===== src/rtl/instr_decode_issue.sv =====
// ---------------------------------------------------------------------------
// instr_decode_issue
//
// Decode/issue stage sitting directly in front of the register file. Accepts
// one RV32I instruction per valid/ready handshake, decodes it into register
// file control, issues it for exactly one cycle and then holds the decoded
// fields until the regfile/ALU side acknowledges with op_done. A watchdog
// aborts an operation whose acknowledge never arrives and raises a sticky
// error flag.
//
// Ports
//   clk            system clock, rising edge
//   rst            synchronous, active-high reset
//   instr_valid    upstream instruction valid
//   instr_data     32-bit instruction word
//   instr_ready    decoder can accept an instruction
//   rs_addr_valid  one-cycle issue strobe to the register file
//   rs1_rs2_rd     packed addresses {rd, rs2, rs1}
//   imme_data      sign-extended immediate
//   use_imm        ALU operand B is imme_data (1) or rs2 data (0)
//   rs_store       operation is a store
//   rd_wr_en       result is written back to rd
//   alu_op         ALU operation code
//   op_done        completion acknowledge from regfile/ALU
//   illegal_instr  one-cycle pulse when an unsupported opcode is rejected
//   timeout_err    sticky watchdog error, cleared only by rst
// ---------------------------------------------------------------------------
module instr_decode_issue #(
    parameter int BUS_WIDTH      = 32,
    parameter int ADDR_WIDTH     = 15,
    parameter int TIMEOUT_CYCLES = 64
) (
    input  logic                  clk,
    input  logic                  rst,
    input  logic                  instr_valid,
    input  logic [31:0]           instr_data,
    output logic                  instr_ready,
    output logic                  rs_addr_valid,
    output logic [ADDR_WIDTH-1:0] rs1_rs2_rd,
    output logic [BUS_WIDTH-1:0]  imme_data,
    output logic                  use_imm,
    output logic                  rs_store,
    output logic                  rd_wr_en,
    output logic [3:0]            alu_op,
    input  logic                  op_done,
    output logic                  illegal_instr,
    output logic                  timeout_err
);

    localparam logic [1:0] S_IDLE  = 2'd0;
    localparam logic [1:0] S_ISSUE = 2'd1;
    localparam logic [1:0] S_WAIT  = 2'd2;

    localparam logic [6:0] OP_R      = 7'b0110011;
    localparam logic [6:0] OP_IMM    = 7'b0010011;
    localparam logic [6:0] OP_LOAD   = 7'b0000011;
    localparam logic [6:0] OP_JALR   = 7'b1100111;
    localparam logic [6:0] OP_STORE  = 7'b0100011;
    localparam logic [6:0] OP_BRANCH = 7'b1100011;
    localparam logic [6:0] OP_LUI    = 7'b0110111;
    localparam logic [6:0] OP_AUIPC  = 7'b0010111;
    localparam logic [6:0] OP_JAL    = 7'b1101111;

    // Counter only needs to hold 0..TIMEOUT_CYCLES-1: the expiry decision is
    // made while it still shows the previous count.
    localparam int CNT_W = $clog2(TIMEOUT_CYCLES);

    logic [1:0]            r_state;
    logic [CNT_W-1:0]      r_cnt;
    logic                  r_instr_ready;
    logic                  r_rs_addr_valid;
    logic [ADDR_WIDTH-1:0] r_rs1_rs2_rd;
    logic [BUS_WIDTH-1:0]  r_imme_data;
    logic                  r_use_imm;
    logic                  r_rs_store;
    logic                  r_rd_wr_en;
    logic [3:0]            r_alu_op;
    logic                  r_illegal_instr;
    logic                  r_timeout_err;

    logic [6:0]  w_opcode;
    logic [2:0]  w_funct3;
    logic [31:0] w_imm_i;
    logic [31:0] w_imm_s;
    logic [31:0] w_imm_b;
    logic [31:0] w_imm_u;
    logic [31:0] w_imm_j;

    logic        w_legal;
    logic [4:0]  w_d_rs1;
    logic [4:0]  w_d_rs2;
    logic [4:0]  w_d_rd;
    logic [31:0] w_d_imm;
    logic        w_d_use_imm;
    logic        w_d_store;
    logic        w_d_wr_en;
    logic [3:0]  w_d_alu;

    assign w_opcode = instr_data[6:0];
    assign w_funct3 = instr_data[14:12];

    assign w_imm_i = {{20{instr_data[31]}}, instr_data[31:20]};
    assign w_imm_s = {{20{instr_data[31]}}, instr_data[31:25], instr_data[11:7]};
    assign w_imm_b = {{19{instr_data[31]}}, instr_data[31], instr_data[7],
                      instr_data[30:25], instr_data[11:8], 1'b0};
    assign w_imm_u = {instr_data[31:12], 12'b0};
    assign w_imm_j = {{11{instr_data[31]}}, instr_data[31], instr_data[19:12],
                      instr_data[20], instr_data[30:21], 1'b0};

    // Register fields a format does not use are forced to x0 so the packed
    // address bus never carries stray instruction bits.
    always_comb begin
        w_legal     = 1'b1;
        w_d_rs1     = '0;
        w_d_rs2     = '0;
        w_d_rd      = '0;
        w_d_imm     = '0;
        w_d_use_imm = 1'b0;
        w_d_store   = 1'b0;
        w_d_alu     = '0;
        case (w_opcode)
            OP_R: begin
                w_d_rs1 = instr_data[19:15];
                w_d_rs2 = instr_data[24:20];
                w_d_rd  = instr_data[11:7];
                w_d_alu = {instr_data[30], w_funct3};
            end
            OP_IMM: begin
                w_d_rs1     = instr_data[19:15];
                w_d_rd      = instr_data[11:7];
                w_d_imm     = w_imm_i;
                w_d_use_imm = 1'b1;
                // Only shift-right uses bit 30 (SRLI/SRAI); elsewhere it is immediate data.
                w_d_alu     = {(w_funct3 == 3'b101) ? instr_data[30] : 1'b0, w_funct3};
            end
            OP_LOAD, OP_JALR: begin
                w_d_rs1     = instr_data[19:15];
                w_d_rd      = instr_data[11:7];
                w_d_imm     = w_imm_i;
                w_d_use_imm = 1'b1;
            end
            OP_STORE: begin
                w_d_rs1     = instr_data[19:15];
                w_d_rs2     = instr_data[24:20];
                w_d_imm     = w_imm_s;
                w_d_use_imm = 1'b1;
                w_d_store   = 1'b1;
            end
            OP_BRANCH: begin
                w_d_rs1 = instr_data[19:15];
                w_d_rs2 = instr_data[24:20];
                w_d_imm = w_imm_b;
                w_d_alu = 4'b1000;
            end
            OP_LUI, OP_AUIPC: begin
                w_d_rd      = instr_data[11:7];
                w_d_imm     = w_imm_u;
                w_d_use_imm = 1'b1;
            end
            OP_JAL: begin
                w_d_rd      = instr_data[11:7];
                w_d_imm     = w_imm_j;
                w_d_use_imm = 1'b1;
            end
            default: w_legal = 1'b0;
        endcase
    end

    // Formats without an rd field leave w_d_rd at x0, so this also clears
    // the write enable for stores and branches.
    assign w_d_wr_en = (w_d_rd != 5'd0);

    always_ff @(posedge clk) begin
        if (rst) begin
            r_state         <= S_IDLE;
            r_cnt           <= '0;
            r_instr_ready   <= 1'b0;
            r_rs_addr_valid <= 1'b0;
            r_rs1_rs2_rd    <= '0;
            r_imme_data     <= '0;
            r_use_imm       <= 1'b0;
            r_rs_store      <= 1'b0;
            r_rd_wr_en      <= 1'b0;
            r_alu_op        <= '0;
            r_illegal_instr <= 1'b0;
            r_timeout_err   <= 1'b0;
        end else begin
            r_rs_addr_valid <= 1'b0;
            r_illegal_instr <= 1'b0;
            case (r_state)
                S_IDLE: begin
                    r_instr_ready <= 1'b1;
                    if (instr_valid && r_instr_ready) begin
                        if (w_legal) begin
                            r_rs1_rs2_rd    <= {w_d_rd, w_d_rs2, w_d_rs1};
                            r_imme_data     <= w_d_imm;
                            r_use_imm       <= w_d_use_imm;
                            r_rs_store      <= w_d_store;
                            r_rd_wr_en      <= w_d_wr_en;
                            r_alu_op        <= w_d_alu;
                            r_rs_addr_valid <= 1'b1;
                            r_instr_ready   <= 1'b0;
                            r_cnt           <= '0;
                            r_state         <= S_ISSUE;
                        end else begin
                            r_illegal_instr <= 1'b1;
                        end
                    end
                end
                S_ISSUE: begin
                    if (op_done) begin
                        r_instr_ready <= 1'b1;
                        r_state       <= S_IDLE;
                    end else begin
                        r_state <= S_WAIT;
                    end
                end
                S_WAIT: begin
                    // op_done wins over expiry in the final WAIT cycle.
                    if (op_done) begin
                        r_instr_ready <= 1'b1;
                        r_state       <= S_IDLE;
                    end else if (r_cnt == CNT_W'(TIMEOUT_CYCLES - 1)) begin
                        r_timeout_err <= 1'b1;
                        r_instr_ready <= 1'b1;
                        r_state       <= S_IDLE;
                    end else begin
                        r_cnt <= r_cnt + 1'b1;
                    end
                end
                default: begin
                    r_instr_ready <= 1'b0;
                    r_state       <= S_IDLE;
                end
            endcase
        end
    end

    assign instr_ready   = r_instr_ready;
    assign rs_addr_valid = r_rs_addr_valid;
    assign rs1_rs2_rd    = r_rs1_rs2_rd;
    assign imme_data     = r_imme_data;
    assign use_imm       = r_use_imm;
    assign rs_store      = r_rs_store;
    assign rd_wr_en      = r_rd_wr_en;
    assign alu_op        = r_alu_op;
    assign illegal_instr = r_illegal_instr;
    assign timeout_err   = r_timeout_err;

endmodule


===== config.mk =====
export PLATFORM = sky130hd
export DESIGN_NAME = instr_decode_issue
export DESIGN_NICKNAME = d
export VERILOG_FILES = /design/src/rtl/instr_decode_issue.sv
export SDC_FILE = /design/constraint.sdc
export NUM_CORES = 1
export LEC_CHECK = 0
export BUFFER_PORTS_ARGS = -buffer_cell sky130_fd_sc_hd__buf_2
export CORE_UTILIZATION = 50
export CTS_CLUSTER_SIZE = 14
export DETAILED_ROUTE_END_ITERATION = 12
export GPL_TIMING_DRIVEN = 0
export PLACE_DENSITY = 0.77
export SLEW_MARGIN = 0
export SYNTH_ARGS = -nofsm -noshare
export SYNTH_HDL_FRONTEND = slang
export SYNTH_SLANG_ARGS = --single-unit

===== constraint.sdc =====
create_clock -name clk -period 2.2 [get_ports clk]
set_input_delay 0 -clock clk [delete_from_list [all_inputs] [get_ports clk]]
set_output_delay 0 -clock clk [all_outputs]
set_load 0.02 [all_outputs]

# ---- Word-level counts from Yosys, hierarchy flattened
# Cells that the tools add are included.
dict set report totals {
  register_bits 66
  output_inout_bits 58
  word_cells 79
  input_bits 36
}
dict set report classes {
  addsub 1
  bitwise_logic 3
  mux 27
  n_reduce_logical 17
  n_eq_ne 19
}
# cell count
set op_table {}
lappend op_table {{32-bit one-hot mux with 5 select lines} 1}
lappend op_table {{6-bit two-way mux} 4}
lappend op_table {{7-bit by 6-bit == test with 1-bit output (second input constant)} 3}
lappend op_table {{7-bit == test (second input constant)} 3}
lappend op_table {{5-bit two-way mux} 3}
lappend op_table {{7-bit by 5-bit == test with 1-bit output (second input constant)} 2}
lappend op_table {{7-bit OR reduction} 2}
lappend op_table {{4-bit one-hot mux with 3 select lines} 1}
lappend op_table {{6-bit one-hot mux with 2 select lines} 1}
lappend op_table {{1-bit two-way mux} 10}
lappend op_table {{2-bit two-way mux} 5}
lappend op_table {{2-bit inequality test (second input constant)} 5}
lappend op_table {{3-bit AND reduction} 3}
lappend op_table {{3-bit OR reduction} 3}
lappend op_table {{9-bit OR reduction} 1}
lappend op_table {{7-bit by 2-bit == test with 1-bit output (second input constant)} 1}
lappend op_table {{6-bit by 1-bit adder with 6-bit output (second input constant)} 1}
lappend op_table {{6-bit == test (second input constant)} 1}
lappend op_table {{2-bit one-hot mux with 3 select lines} 1}
lappend op_table {{6-bit OR reduction} 1}
lappend op_table {{5-bit AND reduction} 1}
lappend op_table {{5-bit nonzero test} 1}
lappend op_table {{3-bit == test (second input constant)} 1}
lappend op_table {{3-bit inequality test (second input constant)} 1}
lappend op_table {{other kinds (9)} 11}

# ---- Depth between registers and ports, before layout
dict set report logic_depth {
  depth_word 6
  ltp_mapped 8
  ltp_nobuf 7
}

# ---- Worst setup path after synthesis
# Ideal clock, no wire load.
dict set report synth_timing {
  kind {register -> register}
  startpoint {register r_state[0]}
  endpoint {register r_imme_data[21] (netlist: imme_data[21])}
  path_slack_ps 372
  path_buffers 2
  path_stages_with_launch 9
  required_ps 2066
  arrival_ps 1694
  period_less_slack_ps 1828
  setup_ps 134
  cell_sequence {dfxtp_1 > inv_1 > ha_1 > nand3_1 > or3_4 > buf_6 > a31oi_1 > buf_2 > a211oi_1}
}
dict set report synth_between {
  elab_chain_len 2
}
# item line_no
set synth_rtl {}
lappend synth_rtl {{start: declaration} 68} ;# logic [1:0] r_state;
lappend synth_rtl {{start signal: assignment} 175} ;# r_state <= S_IDLE;
lappend synth_rtl {{start signal: assignment} 204} ;# r_state <= S_ISSUE;
lappend synth_rtl {{start signal: assignment} 213} ;# r_state <= S_IDLE;
lappend synth_rtl {{2-bit logical NOT} 190} ;# case (r_state)
lappend synth_rtl {{3-bit AND reduction (no line)} -}
lappend synth_rtl {{end signal: assignment} 196} ;# r_imme_data <= w_d_imm;
lappend synth_rtl {{end: declaration} 73} ;# logic [BUS_WIDTH-1:0] r_imme_data;
# No other way between the ends.
# A chain may end at the register's enable or synchronous reset.

# ---- Worst setup path in the final report
dict set report layout_timing {
  startpoint {register r_state[1]}
  endpoint {register r_rs1_rs2_rd[7] (netlist: rs1_rs2_rd[7])}
}
dict set report layout_between {
  elab_chain_len 2
}
# item line_no
set layout_rtl {}
lappend layout_rtl {{2-bit logical NOT} 190}
lappend layout_rtl {{3-bit AND reduction (no line)} -}
lappend layout_rtl {{end signal: assignment} 195} ;# r_rs1_rs2_rd <= {w_d_rd, w_d_rs2, w_d_rs1};
lappend layout_rtl {{end: declaration} 72} ;# logic [ADDR_WIDTH-1:0] r_rs1_rs2_rd;
# No other way between the ends.

==> reports/results.ini <==
[pwr]
leakagePower_nw=1.676
swShare=0.2360
p_clk_frac=0.421
seqPwrFrac=0.485
ir_worst_vdd_mv=0.5747
pwr-share-comb=0.094
pwr_density_cell_nw_per_um2=643.3
intPower_w=0.001912
p_sw_w=0.0005907

[die]
num_rows=27
chipWidth_um=77.74
coreArea_sq_um=5507
dieArea_sq_um=6043
fp.dieH_um=77.74
initial_core_util=0.5208
ios=94

[timing]
final.setup.tns_ns=0
holdWs_ns=0.02402
slew_headroom=0.5784
worst_slew_pin_slew_ns=0.6271
drv_slew=0
setup_viol=0
period_minus_slack_ns=2.138
min_period_over_period=0.9718
timing.fmax_mhz=467.8
finalHoldViolCount=0
rsz0062_at_grt=true
finClkSkew_ns=0.008684

[placement]
dpl.hpwl_mm=5.845
gp_congestion=0.9088
io_buffers=91
dpl_cell_area_sq_um=3413
placed_cells=493

[grt]
grtUsageTotal=0.2869
grt-ovfl-total=0
grt_max_degree=11
grt_pass1_wl_mm=13.47
grt_pass1_vias=2867
antenna_found_initial=0

[status]
status=complete, no violations

[synth]
syn-num-nets=371
synth_cell_types=47
synth_edf_count=0
synth-adder-area-share=0.02182
synth_top_family_by_area=simple AND/OR/NAND/NOR gates
synth_top_area_share=0.4607
synth_area_leader_cell=dfxtp_1
yosys_warnings=0
synthTopCellsByArea=dfxtp_1 (46%), a22o_1 (6.4%), a211oi_1 (5.2%)
async_flop_share=0
ys_ff_latch=66
synth_compound_area_frac=0.2369
synth_area_per_cell_sq_um=8.690
synthSimpleGateAreaFrac=0.2373
yosys.area_share.xor_xnor=0
synth_area_sq_um=2868
ys.flop_type=dfxtp_1
yosysSeqAreaShare=0.4607
synthMuxAreaShare=0
synth_cells=330

[layout]
diodes=0
fill_cells=428
seq_area_sq_um=1321
drive_gt1_frac=0.2755
multi_input_area_sq_um=1439
final_nets=498
final_util=0.7064
stdcell_area_sq_um=3890
stdcell_count=533
syn2layout_area_growth_pct=35.65

[critical_path]
worstSetupPathType=reg -> reg
cp_max_fo=5
worstSetupStartpointType=register
arrival_ns=2.42
critPathRequiredTime_ns=2.48
critPathCaptureType=register

[detailed_routing]
wl_per_cell_um=15.87
drtIter0Drc=246
ant_nets=0
wirelength_mm=8.457
vias=3038
via_per_inst=5.700
drc=0
drt_first_pass_iters=4

[clocking]
cts_tree=yes
cts-root-buf=clkbuf_8
cts.clk_slew.worst_paths_ns=0.07
cts_buffers=9
clock_path_buffers=2
clkSinkCount=66
htreeDepth=3
clk_latency_ns=0.34

[run]
maxCapViolCount=0

[hold_path]
hold_class=in -> reg

power groups by stage:
| stage | combinational, W | sequential, W | clock, W |
|---|---|---|---|
| 6_report | 0.000234 | 0.00121 | 0.00105 |
| 5_1_grt | 0.000253 | 0.00121 | 0.00111 |
| 4_1_cts | 0.000227 | 0.00121 | 0.00106 |
| 3_5_place_dp | 0.000192 | 0.00124 | 0 |
| 3_3_place_gp | 0.000189 | 0.00124 | 0 |
| 2_1_floorplan | 0.0000951 | 0.00125 | 0 |
worst max-delay path, stage by stage (launching register included):
cell and delay [ns]:
dfxtp_1 0.34, inv_1 0.09, ha_1 0.20, nand3_1 0.16, or3_4 0.46, nor4_2 0.59
a22o_1 0.23
kinds of logic after synthesis:
| logic type | count (synthesis) |
|---|---|
| and+or+nand+nor | 135 |
| buffers and inverters | 28 |
| AOI/OAI and AO/OA | 96 |
| adders and majority gates | 5 |
| DFF | 66 |
sequential cells by signal, indices dropped and copies added, names as in the netlist:
| signal | flops |
|---|---|
| alu_op | 4 |
| r_cnt | 6 |
| r_state | 2 |
| rd_wr_en | 1 |
| rs_store | 1 |
| timeout_err | 1 |
| rs1_rs2_rd | 15 |
| imme_data | 32 |
| rs_addr_valid | 1 |
| instr_ready | 1 |
| use_imm | 1 |
| illegal_instr | 1 |
cell type report:
type,instances,share of cell area
multi-input cells,236,0.3699
clock inverters,2,0.009006
flip-flops and latches,66,0.3397
repair buffers,116,0.1814
plain buffers,23,0.02863
well taps,72,0.02316
clock buffers,13,0.04342
inverters,5,0.004825
worst paths after layout:
path | start | end | slack [ns] | cells after the start
min reg2reg | imme_data[31] | imme_data[31] | 0.45 | 2
min | instr_valid | illegal_instr | 0.02 | 3
max reg2reg | r_state[1] | rs1_rs2_rd[7] | 0.06 | 6
max | r_state[1] | rs1_rs2_rd[7] | 0.06 | 6
per-stage QoR:
| stage | total power [W] | setup WS (ns) |
|---|---|---|
| after floorplan | 0.001348 | 0.3722 |
| after global placement | 0.001429 | 0.1659 |
| after detailed placement | 0.001433 | 0.08925 |
| after CTS | 0.002504 | 0.06310 |
| after global routing | 0.002582 | -0.03627 |
| final | 0.002502 | 0.06215 |
metal layers:
metal / GRT usage / vias up / share of wire / routed length [um]
li1: - / 1459 / - / -
met3: 0.06353 / 25 / 0.066 / 554
met5: 0 / - / 0 / 0
met1: 0.3542 / 1425 / 0.44 / 3725
met2: 0.4655 / 129 / 0.47 / 3939
met4: 0.1509 / 0 / 0.028 / 238
synth_stat cells (2+ instances only):
cell,count
nor3_1,14
and2_1,4
nor2b_1,4
a211oi_1,20
a21oi_1,22
nand2b_1,3
or3_1,3
nand3_1,9
nand2_1,38
o31ai_1,5
nor2_1,39
a221oi_1,4
nor3_2,2
inv_1,5
dfxtp_1,66
nor4_2,2
and3_1,2
clkbuf_1,15
or4_1,4
o2111ai_1,2
nand3b_1,3
o21ai_0,10
buf_2,6
a22o_1,21
ha_1,5
what timing repair did:
item,in CTS,in global routing
hold endpoints to repair,37,0
endpoints found under the setup margin,0,40
hold buffers,25,0
setup buffers,0,0
resized for setup,0,11
placed cells by master, fill, tap and decap left out, types with 2 or more instances in the layout:
cell / count
dfxtp_1: 66
dlygate4sd3_1: 25
o31ai_1: 5
nor3_1: 14
or3_1: 3
a22o_1: 21
clkbuf_8: 12
a21oi_1: 22
buf_4: 2
ha_1: 5
nand2_1: 38
and3_1: 2
o2111ai_1: 2
a221oi_1: 2
nand3_1: 9
nor2b_1: 4
inv_1: 5
buf_2: 96
clkbuf_1: 13
nor2_1: 39
nand2b_1: 3
or4_1: 4
clkbuf_2: 3
nor3_2: 2
nor4_2: 2
a211oi_1: 20
and2_1: 4
a221oi_2: 2
o21ai_0: 10
nand3b_1: 3
Power figures use the tool's default switching activity.
